## config.mk

```make
export PLATFORM = sky130hd
export DESIGN_NAME = mem_fsm
export DESIGN_NICKNAME = d
export VERILOG_FILES = /design/src/rtl/mem_fsm.sv
export SDC_FILE = /design/constraint.sdc
export NUM_CORES = 2
export LEC_CHECK = 0
export BUFFER_PORTS_ARGS = -buffer_cell sky130_fd_sc_hd__buf_4
export CORE_AREA = 8 8 600 602
export CTS_BUF_LIST = sky130_fd_sc_hd__clkbuf_8
export CTS_CLUSTER_DIAMETER = 40
export CTS_CLUSTER_SIZE = 24
export DETAILED_ROUTE_END_ITERATION = 6
export DIE_AREA = 0 0 608 610
export PLACE_DENSITY = 0.6
export SYNTH_ARGS = -nofsm -noshare
export SYNTH_HDL_FRONTEND = slang
export SYNTH_SLANG_ARGS = --single-unit
```

## constraint.sdc

```tcl
create_clock -name clk -period 4.9 [get_ports clk]
set_input_delay 0.245 -clock clk [delete_from_list [all_inputs] [get_ports clk]]
set_output_delay 0.245 -clock clk [all_outputs]
set_load 0.01 [all_outputs]
```

## src/rtl/mem_fsm.sv

```systemverilog
// Single-port BRAM access controller: level-held read/write requests in, registered done/data out.
// Reads take three clocks because the BRAM read port is registered; writes take two.
module mem_fsm_bram #(
  parameter int ADDR_BITS = 8,
  parameter int DATA_BITS = 16
) (
  input  logic                 clk,
  input  logic                 we_i,
  input  logic [ADDR_BITS-1:0] addr_i,
  input  logic [DATA_BITS-1:0] wdata_i,
  output logic [DATA_BITS-1:0] rdata_o
);

  logic [DATA_BITS-1:0] mem [0:(1<<ADDR_BITS)-1];

  // Contents are deliberately not reset; the read port is read-first and registered.
  always_ff @(posedge clk) begin
    if (we_i) begin
      mem[addr_i] <= wdata_i;
    end
    rdata_o <= mem[addr_i];
  end

endmodule

module mem_fsm #(
  parameter int ADDR_BITS = 8,
  parameter int DATA_BITS = 16
) (
  input  logic                 clk,
  input  logic                 rst,
  input  logic [15:0]          addr,
  input  logic [DATA_BITS-1:0] data_in,
  input  logic                 start_read,
  input  logic                 start_write,
  output logic [DATA_BITS-1:0] data_out,
  output logic                 done
);

  typedef enum logic [2:0] {
    IDLE    = 3'd0,
    RD_ADDR = 3'd1,
    RD_DATA = 3'd2,
    WR      = 3'd3,
    DONE    = 3'd4
  } state_e;

  state_e               state_q, state_d;
  logic [ADDR_BITS-1:0] addr_q, addr_d;
  logic [DATA_BITS-1:0] wdata_q, wdata_d;
  logic [DATA_BITS-1:0] data_out_q, data_out_d;
  logic                 done_q, done_d;
  logic                 bram_we;
  logic [DATA_BITS-1:0] bram_rdata;

  generate
    if (ADDR_BITS < 16) begin : g_unused_addr
      logic unused_addr_bits;
      assign unused_addr_bits = ^addr[15:ADDR_BITS];
    end
  endgenerate

  always_ff @(posedge clk or negedge rst) begin
    if (!rst) begin
      state_q    <= IDLE;
      addr_q     <= '0;
      wdata_q    <= '0;
      data_out_q <= '0;
      done_q     <= 1'b0;
    end else begin
      state_q    <= state_d;
      addr_q     <= addr_d;
      wdata_q    <= wdata_d;
      data_out_q <= data_out_d;
      done_q     <= done_d;
    end
  end

  // Requests are only sampled in IDLE, so later input changes cannot disturb an access in flight.
  always_comb begin
    state_d = state_q;
    addr_d  = addr_q;
    wdata_d = wdata_q;
    unique case (state_q)
      IDLE: begin
        if (start_read) begin
          addr_d  = addr[ADDR_BITS-1:0];
          state_d = RD_ADDR;
        end else if (start_write) begin
          addr_d  = addr[ADDR_BITS-1:0];
          wdata_d = data_in;
          state_d = WR;
        end
      end
      RD_ADDR: state_d = RD_DATA;
      RD_DATA: state_d = DONE;
      WR:      state_d = DONE;
      DONE: begin
        if (!(start_read || start_write)) begin
          state_d = IDLE;
        end
      end
      default: state_d = IDLE;
    endcase
  end

  always_comb begin
    bram_we    = (state_q == WR);
    done_d     = (state_d == DONE);
    data_out_d = (state_q == RD_DATA) ? bram_rdata : data_out_q;
  end

  mem_fsm_bram #(
    .ADDR_BITS(ADDR_BITS),
    .DATA_BITS(DATA_BITS)
  ) bram_inst (
    .clk     (clk),
    .we_i    (bram_we),
    .addr_i  (addr_q),
    .wdata_i (wdata_q),
    .rdata_o (bram_rdata)
  );

  assign data_out = data_out_q;
  assign done     = done_q;

endmodule

```

Yosys cells after proc, flatten, opt, wreduce, memory -nomap -nowiden
Memories as Yosys holds them, arrays and structs flattened. A register that Yosys moved wholly into a read port is not among the register bits. Index checks and enable logic that the tools add are counted.

Bits of input ports: 36. Bits in registers: 44. RAM bits: 4096. Output and inout port bits: 17. Memories: 1. Logic and storage cells: 26.

Reduce and logical (&&, ||, !) cells: 6. Bitwise gates (word level): 1. Muxes and demuxes: 8. Equality and inequality tests: 5.

Memory list: bram_inst.mem (depth 256, bits a word 16, rd ports 1, clocked after memory_dff 1, wr ports 1, line 14) `logic [DATA_BITS-1:0] mem [0:(1<<ADDR_BITS)-1];`.

Operator list (number): 8-bit 2-to-1 mux (2); 3-bit one-hot mux with 4 select lines (1); 3-bit 2-to-1 mux (3); 3-bit by 2-bit equality test with 1-bit output (second input constant) (2); 3-bit equality test (second input constant) (2); 3-bit by 1-bit equality test with 1-bit output (second input constant) (1); 3-bit zero test (1); 3-bit AND reduction (1); 1-bit 2-to-1 mux (2); 2-bit AND reduction (1); 2-bit nonzero test (1); 2-bit OR reduction (1); 1-bit logical OR (1); 1-bit NOT (1).

Depth between registers and ports, before layout
Word-level depth: 4. Mapped depth: 9. Mapped depth without buffers: 5.

Hierarchy
A second synthesis with hierarchy kept.

Cells, all modules: 6827. Area total of the unflattened synthesis: 157110.7 sq um.

Modules (own cells, without submodules): mem_fsm_bram (area each 155399.0 sq um, instances 1, cells an instance 6727, seq. area each 123318.3 sq um); mem_fsm (area each 1711.6 sq um, instances 1, cells an instance 100, seq. area each 1101.1 sq um).

Least setup slack after synthesis
OpenSTA, ideal clock, no wires.

Kind: flip-flop to flip-flop. Start point: reg wdata_q[0]. End point: mem bram_inst.mem[0][0] (data pin). Period minus slack after synthesis: 3984 ps. Stages on the path, launching flop included: 1. Library setup time: 803 ps. Buffers on the path: 0. Setup slack: 916 ps. Data required time: 4097 ps. Arrival: 3181 ps. Cells stage by stage: dfrtp_1.

RTL lines: start, declared (line 50) `logic [DATA_BITS-1:0] wdata_q, wdata_d;`; start signal, assigned (line 73) `wdata_q <= wdata_d;`; end, declared (line 14).

No word-level cell before the write port.

==> results.txt <==
----------------------------------------------------
[Place]
  HPWL after detailed placement ... approximately 230000 µm
  Placed Cells ... 11600
  Buffers on Ports ... 44
  Routability cong. ... between 0.8 and 0.9

[Logic synthesis]
  Sequential cell area fraction in the yosys report ... 0.793
  Number of synthesis warnings ... 0
  Area share of the largest cell type after synthesis ... 0.784
  Synthesized area per cell ... 23.1 µm²
  Cell types with the largest area share after synthesis ... sky130_fd_sc_hd__edfxtp_1 (78%), sky130_fd_sc_hd__mux4_2 (15%), sky130_fd_sc_hd__a22oi_1 (2.5%)
  Netlist area before placement ... roughly 160000 µm²
  Post-Syn Instances ... 6804
  Count of state elements after synthesis ... 4156
  Number of different library cells in the post-synthesis netlist ... 28
  Net count of the mapped netlist ... 6840
  Top cell type by total area after synthesis ... sky130_fd_sc_hd__edfxtp_1

[GRT]
  Initial antenna violation count ... 14
  Wire length of the first global-routing pass ... 567000 µm
  Largest net degree at the start of global routing ... 197
  Congestion Overflow GR ... 0
  Vias in the first global route ... roughly 77000
  Overall fraction of global-route tracks in use ... 0.209

[STA]
  Actual slew at the worst max-slew pin ... 1600 ps
  Hold Slack ... roughly 170 ps
  Maximum frequency from static timing analysis ... 235 MHz
  Final-report setup violation count ... 0
  Fin. Hold Viols ... 0
  Setup repair after global routing missed its margin ... no
  Slew Limit Headroom ... -0.0668
  Max Clock Skew ... 84.0 ps
  Total Negative Setup Slacks ... 0 ps
  Final Cycle Share ... 0.868
  Pins Over Slew Limit ... 64
  Minimum clock period ... 4250 ps

[Die]
  Chip height ... 610 µm
  Number of ports placed on the die boundary ... 53
  Initial core utilization ... 0.447
  Placeable core region ... 351000 µm²
  Full die area ... 371000 µm²
  Site Rows ... 218
  Die width ... 608 µm

[Power]
  Sequential fraction of design power ... 0.449
  Net switching power ... 34.4 mW
  Internal power contribution ... 69.5 mW
  Worst ir drop on vdd ... 0.565 mV
  Power density over the cells ... 582 nW/µm²
  Combinational power share ... 0.291
  Leakage power total ... 55.4 nW
  Clk network pwr share ... 0.260
  Fraction of power spent switching nets ... 0.331
  Final total power ... about 100 mW

[Clocking]
  Source-to-sink clock delay at the later pin of the worst-skew pair ... 1180 ps
  Sink Count ... 4156
  CTS Buffer Depth ... 4
  H-tree depth ... 6
  Cell at the root of the clock tree ... sky130_fd_sc_hd__clkbuf_8
  Resized cells post-CTS ... 0
  Number of CTS-inserted buffers ... around 530
  Worst-path clk slew ... 80 ps
  Clock tree from TritonCTS ... yes

[Run status]
  Violations in the final reports ... slew limit
  Outcome ... finished with violations

[Drt]
  Total Routed Length ... 397000 µm
  Length of the first detailed-routing pass in iterations ... 6
  Vias per std cell ... 5.98
  Number of violations reported at the end of detailed-routing iteration 0 ... 8410
  Overall via count from detail_route ... 75600
  Post-detailed-route DRC marker count ... 0
  Final ANT Viol Nets ... 0
  Avg WL per Cell ... about 31 µm

[Critical path]
  Required time of the critical path ... 5910 ps
  Critical Path End Type ... flip-flop
  Critical path peak fanout ... 67
  Critical path launch point ... addr_q[1]$_DFFE_PN0P_
  Critical R2R Launch ... addr_q[1]$_DFFE_PN0P_
  Critical Path AT ... 5260 ps
  Worst reg-to-reg setup slack ... 650 ps
  Reg2reg path depth ... 8
  Critical Path Source Type ... flip-flop
  End of the worst register-to-register path ... bram_inst.rdata_o[7]$_DFF_P_
  Critical path class ... flip-flop to flip-flop

[Cells and area]
  Growth of design area from synthesis to finish ... 13.9%
  Layout net count ... 7625
  Count of non-filler cells in the finished layout ... 12600
  Filler instances ... 27300
  Share of post-route cells with drive strength above 1 ... 0.319

[Run]
  Total of max-cap violations ... 0

[Worst hold path]
  Worst min path class ... input pin to asynchronous set/reset pin

----------------------------------------------------
[routing by layer]
layer  track usage  up-vias  share of wire
li1              -    30900              -
met1         0.296    40900           0.41
met2         0.334     3193           0.48
met3        0.0380      639          0.081
met4        0.0638        6          0.032
met5             0        -        0.00010
[cell type report]
| class | instances | area, µm² | area share |
|---|---|---|---|
| clock inverter | 410 | 3760 | 0.0211 |
| sequential | 4156 | 124000 | 0.697 |
| inverter | 1 | 3.75 | 0.0000210 |
| multi-input combinational | 2232 | 30900 | 0.173 |
| timing repair buffer | 673 | 6160 | 0.0345 |
| antenna | 8 | 20.0 | 0.000112 |
| clock buffer | 546 | 7510 | 0.0421 |
| tap | 4620 | 5780 | 0.0324 |
[critical path, stage by stage, from the launching register on]
cell	delay, ps
sky130_fd_sc_hd__dfrtp_4	1090
sky130_fd_sc_hd__buf_12	420
sky130_fd_sc_hd__buf_4	400
sky130_fd_sc_hd__mux4_2	370
sky130_fd_sc_hd__a22oi_1	200
sky130_fd_sc_hd__a21oi_1	170
sky130_fd_sc_hd__o41ai_1	870
sky130_fd_sc_hd__buf_4	250
sky130_fd_sc_hd__nand4_1	90
[layout by cell type, fill, tap and decap left out, drive strengths merged]
cell         netlist  final
edfxtp          4096   4096
mux4            1024   1024
buf              148    593
clkbuf           267    546
a22oi            512    512
nor2             262    262
a21oi            256    256
clkinv             0    168
inv                1    131
dlygate4sd3        0     80
clkinvlp           0     64
o41ai             64     64
bufinv             0     48
dfrtp             44     44
mux2              40     40
nand2             31     31
nand4             16     16
dfxtp             16     16
diode              0      8
nor2b              6      6
nand2b             5      5
nand3              4      4
o21ai              3      3
and2               2      2
nor4               2      2
or2                1      1
a211oi             1      1
nor3               1      1
and3b              1      1
and3               1      1
[worst max path at each step]
stage | endpoint | depth (start not counted)
floorplan | bram_inst.mem[0][0]$_DFFE_PP_ | 0
global placement | bram_inst.rdata_o[4]$_DFF_P_ | 8
finish | bram_inst.rdata_o[7]$_DFF_P_ | 8
CTS | bram_inst.rdata_o[7]$_DFF_P_ | 8
global route | bram_inst.rdata_o[7]$_DFF_P_ | 8
detailed placement | bram_inst.rdata_o[7]$_DFF_P_ | 8
[power groups by stage]
stage	Sequential, mW	Combinational (mW)	Clock (mW)
6_report	46.7	30.2	27.0
5_1_grt	46.9	31.9	28.9
4_1_cts	46.8	30.6	27.5
3_5_place_dp	47.6	30.3	0
3_3_place_gp	47.4	29.8	0
2_1_floorplan	49.2	16.3	0
[synthesized netlist by cell type]
library cell,count
sky130_fd_sc_hd__nor2b_1,6
sky130_fd_sc_hd__nand4_1,16
sky130_fd_sc_hd__nor2_1,262
sky130_fd_sc_hd__dfrtp_1,44
sky130_fd_sc_hd__or2_2,1
sky130_fd_sc_hd__edfxtp_1,4096
sky130_fd_sc_hd__o41ai_1,64
sky130_fd_sc_hd__buf_6,17
sky130_fd_sc_hd__buf_1,35
sky130_fd_sc_hd__inv_1,1
sky130_fd_sc_hd__mux2_2,40
sky130_fd_sc_hd__a21oi_1,256
sky130_fd_sc_hd__o21ai_0,3
sky130_fd_sc_hd__nor4_1,2
sky130_fd_sc_hd__dfxtp_1,16
sky130_fd_sc_hd__nand3_1,4
sky130_fd_sc_hd__and3b_1,1
sky130_fd_sc_hd__clkbuf_1,267
sky130_fd_sc_hd__and2_1,2
sky130_fd_sc_hd__nand2b_1,5
sky130_fd_sc_hd__nand2_1,31
sky130_fd_sc_hd__a211oi_1,1
sky130_fd_sc_hd__buf_2,69
sky130_fd_sc_hd__nor3_1,1
sky130_fd_sc_hd__buf_4,27
sky130_fd_sc_hd__and3_1,1
sky130_fd_sc_hd__mux4_2,1024
sky130_fd_sc_hd__a22oi_1,512
[state kept, by name, indices dropped and copies added (netlist names)]
register           flops
wdata_q               16
done                   1
data_out              16
addr_q                 8
bram_inst.rdata_o     16
bram_inst.mem       4096
state_q                3
[through the flow]
step | utilization | setup WS, ps | area (µm²)
CTS | 0.509 | 623 | 179000
global route | 0.509 | 532 | 179000
finish | 0.509 | 648 | 179000
floorplan | - | 916 | 157000
detailed placement | 0.475 | 644 | 166000
global placement | 0.475 | 660 | 166000
[cells by family after synthesis]
group	Yosys count	synth area share
buffers and inverters	416	0.0120
AO/OA/AOI/OAI	836	0.0364
multiplexers	1064	0.150
flip-flops	4156	0.793
AND/OR/NAND/NOR	332	0.00854
[timing repair]
action / 4_1_cts / 5_1_grt
hold buffers: 81 / 0
buffers inserted: 0 / 0
hold endpoints to repair: 72 / 0
Power figures use the tool's default switching activity.
